===== src/rtl/mem_req_arbiter.sv =====
// Memory-port arbiter: round-robin between icache fills, dcache loads and store
// drains, with a read-TID pool, an outstanding-store counter and response routing.
module mem_req_arbiter #(
  parameter int NrTid     = 4,
  parameter int MaxStores = 7,
  parameter int AddrWidth = 64,
  parameter int LineWidth = 128,
  localparam int TidWidth = (NrTid > 1) ? $clog2(NrTid) : 1
) (
  input  logic                 clk_i,
  input  logic                 rst_ni,
  input  logic                 ifill_req_i,
  output logic                 ifill_gnt_o,
  input  logic [AddrWidth-1:0] ifill_addr_i,
  input  logic                 ld_req_i,
  output logic                 ld_gnt_o,
  input  logic [AddrWidth-1:0] ld_addr_i,
  input  logic [1:0]           ld_size_i,
  input  logic                 st_req_i,
  output logic                 st_gnt_o,
  input  logic [AddrWidth-1:0] st_addr_i,
  input  logic [63:0]          st_data_i,
  input  logic [7:0]           st_be_i,
  input  logic                 drain_i,
  output logic                 mem_req_o,
  input  logic                 mem_gnt_i,
  output logic [1:0]           mem_type_o,
  output logic [AddrWidth-1:0] mem_addr_o,
  output logic [1:0]           mem_size_o,
  output logic [63:0]          mem_data_o,
  output logic [7:0]           mem_be_o,
  output logic [TidWidth-1:0]  mem_tid_o,
  input  logic                 mem_rvalid_i,
  input  logic                 mem_rstore_i,
  input  logic [TidWidth-1:0]  mem_rtid_i,
  input  logic [LineWidth-1:0] mem_rdata_i,
  output logic                 ifill_rvalid_o,
  output logic                 ld_rvalid_o,
  output logic                 st_ack_o,
  output logic [LineWidth-1:0] rdata_o,
  output logic                 idle_o,
  output logic                 err_o
);

  localparam int CntWidth = $clog2(MaxStores + 1);
  localparam logic [1:0] TypeIfill = 2'd0;
  localparam logic [1:0] TypeLd    = 2'd1;
  localparam logic [1:0] TypeSt    = 2'd2;

  logic [NrTid-1:0]    tid_busy_reg, tid_busy_next;
  logic [NrTid-1:0]    tid_owner_ld_reg, tid_owner_ld_next;  // 1 = load owns the TID, 0 = ifill
  logic [CntWidth-1:0] st_cnt_reg, st_cnt_next;
  logic [1:0]          ptr_reg, ptr_next;
  logic                err_reg, err_next;

  logic                tid_avail;
  logic [TidWidth-1:0] free_tid;
  logic [2:0]          elig;
  logic [1:0]          winner;
  logic                found;
  logic [2:0]          idx;
  logic                hs, st_hs, rd_hs;
  logic                rtid_valid, rtid_busy, rd_ok, spurious;

  always_comb begin
    tid_avail = 1'b0;
    free_tid  = '0;
    for (int i = NrTid - 1; i >= 0; i--) begin
      if (!tid_busy_reg[i]) begin
        tid_avail = 1'b1;
        free_tid  = TidWidth'(i);
      end
    end
  end

  // Gating with rst_ni keeps every grant low for the whole reset window.
  assign elig[0] = rst_ni & ~drain_i & ifill_req_i & tid_avail;
  assign elig[1] = rst_ni & ~drain_i & ld_req_i & tid_avail;
  assign elig[2] = rst_ni & ~drain_i & st_req_i & (st_cnt_reg < CntWidth'(MaxStores));

  always_comb begin
    winner = ptr_reg;
    found  = 1'b0;
    idx    = '0;
    for (int k = 0; k < 3; k++) begin
      idx = {1'b0, ptr_reg} + 3'(k);
      if (idx >= 3'd3) idx = idx - 3'd3;
      if (!found && elig[idx]) begin
        winner = idx[1:0];
        found  = 1'b1;
      end
    end
  end

  assign mem_req_o   = |elig;
  assign hs          = mem_req_o & mem_gnt_i;
  assign st_hs       = hs & (winner == TypeSt);
  assign rd_hs       = hs & (winner != TypeSt);
  assign ifill_gnt_o = hs & (winner == TypeIfill);
  assign ld_gnt_o    = hs & (winner == TypeLd);
  assign st_gnt_o    = st_hs;

  always_comb begin
    mem_type_o = winner;
    mem_addr_o = ifill_addr_i;
    mem_size_o = 2'd3;
    mem_data_o = '0;
    mem_be_o   = '0;
    mem_tid_o  = free_tid;
    case (winner)
      TypeLd: begin
        mem_addr_o = ld_addr_i;
        mem_size_o = ld_size_i;
      end
      TypeSt: begin
        mem_addr_o = st_addr_i;
        mem_data_o = st_data_i;
        mem_be_o   = st_be_i;
        mem_tid_o  = '0;
      end
      default: ;
    endcase
  end

  assign rtid_valid     = int'(mem_rtid_i) < NrTid;
  assign rtid_busy      = rtid_valid && tid_busy_reg[mem_rtid_i];
  assign rd_ok          = rst_ni & mem_rvalid_i & ~mem_rstore_i & rtid_busy;
  assign ifill_rvalid_o = rd_ok & ~tid_owner_ld_reg[mem_rtid_i];
  assign ld_rvalid_o    = rd_ok & tid_owner_ld_reg[mem_rtid_i];
  assign st_ack_o       = rst_ni & mem_rvalid_i & mem_rstore_i & (st_cnt_reg != '0);
  assign spurious       = mem_rvalid_i & (mem_rstore_i ? (st_cnt_reg == '0) : ~rtid_busy);
  assign rdata_o        = mem_rdata_i;

  // Allocation uses a TID free at cycle start, so it never collides with a release.
  for (genvar gi = 0; gi < NrTid; gi++) begin : g_tid
    logic alloc, free_evt;
    assign alloc    = rd_hs & (free_tid == TidWidth'(gi));
    assign free_evt = rd_ok & (mem_rtid_i == TidWidth'(gi));
    assign tid_busy_next[gi]     = alloc | (tid_busy_reg[gi] & ~free_evt);
    assign tid_owner_ld_next[gi] = alloc ? (winner == TypeLd) : tid_owner_ld_reg[gi];
  end

  always_comb begin
    st_cnt_next = st_cnt_reg;
    if (st_hs && !st_ack_o)      st_cnt_next = st_cnt_reg + 1'b1;
    else if (!st_hs && st_ack_o) st_cnt_next = st_cnt_reg - 1'b1;
  end

  assign ptr_next = !hs ? ptr_reg : (winner == TypeSt) ? TypeIfill : winner + 2'd1;
  assign err_next = err_reg | spurious;

  always_ff @(posedge clk_i or negedge rst_ni) begin
    if (!rst_ni) begin
      tid_busy_reg     <= '0;
      tid_owner_ld_reg <= '0;
      st_cnt_reg       <= '0;
      ptr_reg          <= TypeIfill;
      err_reg          <= 1'b0;
    end else begin
      tid_busy_reg     <= tid_busy_next;
      tid_owner_ld_reg <= tid_owner_ld_next;
      st_cnt_reg       <= st_cnt_next;
      ptr_reg          <= ptr_next;
      err_reg          <= err_next;
    end
  end

  assign idle_o = ~|tid_busy_reg & (st_cnt_reg == '0);
  assign err_o  = err_reg;

endmodule


===== config.mk =====
export PLATFORM = sky130hd
export DESIGN_NAME = mem_req_arbiter
export DESIGN_NICKNAME = d
export VERILOG_FILES = /design/src/rtl/mem_req_arbiter.sv
export SDC_FILE = /design/constraint.sdc
export NUM_CORES = 1
export LEC_CHECK = 0
export BUFFER_PORTS_ARGS = -buffer_cell sky130_fd_sc_hd__buf_2
export CORE_AREA = 2 2 269 271
export CTS_CLUSTER_SIZE = 12
export DETAILED_ROUTE_END_ITERATION = 7
export DIE_AREA = 0 0 271 273
export SLEW_MARGIN = 10
export SYNTH_ARGS = -nofsm -noshare
export SYNTH_HDL_FRONTEND = slang
export SYNTH_SLANG_ARGS = --single-unit

===== constraint.sdc =====
create_clock -name clk_i -period 3.61 [get_ports clk_i]
set_input_delay 0.5415 -clock clk_i [delete_from_list [all_inputs] [get_ports clk_i]]
set_output_delay 0.5415 -clock clk_i [all_outputs]
set_load 0.01 [all_outputs]

==> flow_summary.ini <==
[detailed_routing]
wl_per_cell_um = 24.4
drt_iter0_drc = 285
first_pass_iters = 4
viasPerCell = 3.08
drc = 0
drtAntennaViolNets = 0
num_vias = 5769
drt_wl_total_mm = 45.7

[synthesis]
synth_top_cell_area_share = 0.254
syn_area_sq_mm = 0.00379
synth_area_leaders = buf_4 (25%), a22oi_1 (13%), and2_1 (12%)
syn_nets = 967
synth_common_cells = buf_4 (128), and2_1 (73), nor2_1 (72), a21oi_1 (69), a22oi_1 (64)
synthArstFlopShare = 1.00
yosys.area.top_type = buf_4
yosysMostFrequentCell = buf_4
synth_edf_count = 0
synthFlopType = dfrtp_1
synth-seq-cells = 14
yosysWarnings = 0
ys_types = 50
syn_area_per_cell_sq_um = 6.86
yosysSeqAreaShare = 0.0925
syn-instance-count = 552

[timing]
finalCritPeriodShare = 1.06
period_needed_ns = 3.82
fin_ws_ns = -0.205
hold_viol_final = 0
tightest_slew_ns = 0.522
skew_ns = 0.00412
clock.fmax_ghz = 0.262
grt_setup_unrepaired = yes
slew_headroom = 0.649
slew_violations = 0
setup_violations = 61

[power]
power.switching_uw = 5230
power_frac_clock = 0.022
power_density_mw_per_mm2 = 1310
leakage_uw = 0.00360
combinationalPowerShare = 0.952
internal-power_uw = 5310
swShare = 0.496
p_seq_frac = 0.026
finalPower_uw = 10500
vdd_ir_drop_max_mv = 0.960

[global_route]
grt_start_max_net_pins = 30
grt.total_usage = 0.113
grt_pass1_vias = 5286
antenna_found_initial = 59
gr-total-overflow = 0
grt_pass1_wl_mm = 54.1

[worst_hold_path]
hold_class = in2async

[worst_setup_path]
path_max_fanout = 20
crit_required_ns = 3.07
critPathLaunchType = flop
rrSetupSlack_ns = 0.10
reg2regPathDepth = 12
worstReg2RegEnd = st_cnt_reg[1]
arrival_ns = 3.27
path_class = reg2out
endpoint_kind = output port
r2r_start = ptr_reg[1]

[floorplan]
die-area_sq_mm = 0.0740
die_w_um = 271
ioPinCount = 684
initial_core_util = 0.0533
coreArea_sq_mm = 0.0710
die_height_um = 273
rows = 98

[placement]
preCtsSetupSlack_ns = -0.354
dpl.cell_count = 1820
hpwl_mm = 40.0
gp_congestion = 0.917
port_buffers = 427

[clocking]
cts_tree = done
clk_pin_slew_ns = 0.05
clk_path_buf_depth = 2
cts_buffers = 3
clock_sinks = 14
root_buffer = clkbuf_16
ctsHtreeMaxLevel = 1
clk_latency_ns = 0.24

[cells_and_area]
final_nets = 1320
layout.cells.non_filler = 1874
syn2layout_area_growth_pct = 113
drive_gt1_frac = 0.712

[outcome]
failed_checks = negative setup slack
outcome = complete, but fails checks

[run]
max_cap_violations = 0
cells by family (layout without fill, tap and decap cells):
| logic type | Yosys count | in the layout | share of synthesized area |
|---|---|---|---|
| AO/OA/AOI/OAI | 151 | 151 | 0.259 |
| XOR/XNOR | 3 | 3 | 0.00694 |
| adder cells (fa/ha/maj) | 10 | 10 | 0.0350 |
| buffers and inverters | 171 | 523 | 0.298 |
| flip-flops | 14 | 14 | 0.0925 |
| multiplexers | 10 | 10 | 0.0367 |
| other | 0 | 20 | 0 |
| AND/OR/NAND/NOR | 193 | 193 | 0.272 |
what timing repair did:
item	in CTS	in global routing
setup buffers	15	5
cloned	9	5
pin swaps	20	64
hold buffers	0	0
setup endpoints to repair	132	137
gates resized for setup	95	112
how the worst max path moves through the flow:
stage,start,endpoint,slack [ns],depth (start not counted)
after floorplan,drain_i,st_cnt_reg[1],0.006,13
after global placement,drain_i,mem_addr_o[44],-0.39,14
after detailed placement,drain_i,mem_addr_o[44],-0.35,12
after CTS,ptr_reg[0],mem_addr_o[56],-0.17,13
after global routing,ptr_reg[0],mem_addr_o[29],-0.29,14
final,ptr_reg[1],mem_addr_o[44],-0.21,11
routing by layer:
| metal | routed length, um | share of wire | GRT usage |
|---|---|---|---|
| met1 | 17800 | 0.39 | 0.139 |
| met2 | 17600 | 0.39 | 0.156 |
| met3 | 8630 | 0.19 | 0.0787 |
| met4 | 1490 | 0.033 | 0.0304 |
| met5 | 146 | 0.0032 | 0 |
cell type report:
| cell class | count | area (sq um) |
|---|---|---|
| tap | 950 | 1190 |
| timing repair buffer | 514 | 3450 |
| inverter | 5 | 18.8 |
| fill | 8232 | 62900 |
| antenna | 20 | 50.0 |
| sequential | 14 | 352 |
| multi-input combinational | 367 | 2910 |
| clock buffer | 4 | 88.8 |
power groups by stage:
stage                     Sequential [uW]  Combinational [uW]  Clock (uW)
final                                 275               10000         232
after global routing                  285               10700         242
after CTS                             272                8800         233
after detailed placement              274                6740           0
after global placement                272                6730           0
after floorplan                       284                3500           0
metrics by stage:
step	TNS [ns]	area (sq um)	utilization	hold slack, ns
final	-5.59	8060	0.114	0.349
after global routing	-14.13	8020	0.113	0.375
after CTS	-6.58	7440	0.105	0.362
after detailed placement	-5.07	6590	0.0928	0.453
after global placement	-5.69	6590	0.0928	0.442
after floorplan	0	3830	-	0.246
critical path, stage by stage (launching register included):
cell and delay, ns:
dfrtp_2 0.43, ha_4 0.27, or4_4 0.51, a221o_1 0.32, a21oi_2 0.22, o22ai_4 0.12
ha_4 0.29, buf_12 0.13, clkbuf_16 0.17, buf_16 0.18, a21oi_4 0.20, buf_2 0.17
cell usage in the layout, fill, tap and decap left out, types with 3 or more instances in the layout:
cell type,instances
a22oi_1,38
dfrtp_1,13
clkbuf_16,7
ha_4,5
a22oi_2,26
buf_12,13
nor2_4,13
buf_8,5
inv_1,4
buf_16,10
nand2_1,12
and2_1,70
buf_6,29
mux2_2,4
a21oi_4,6
and2_4,3
and3_1,3
a21o_1,3
nor2_2,8
a21oi_2,30
nor2b_1,3
nor2_1,51
nand2b_4,4
buf_4,49
diode_2,20
buf_2,403
a21oi_1,34
Power figures use the tool's default switching activity.
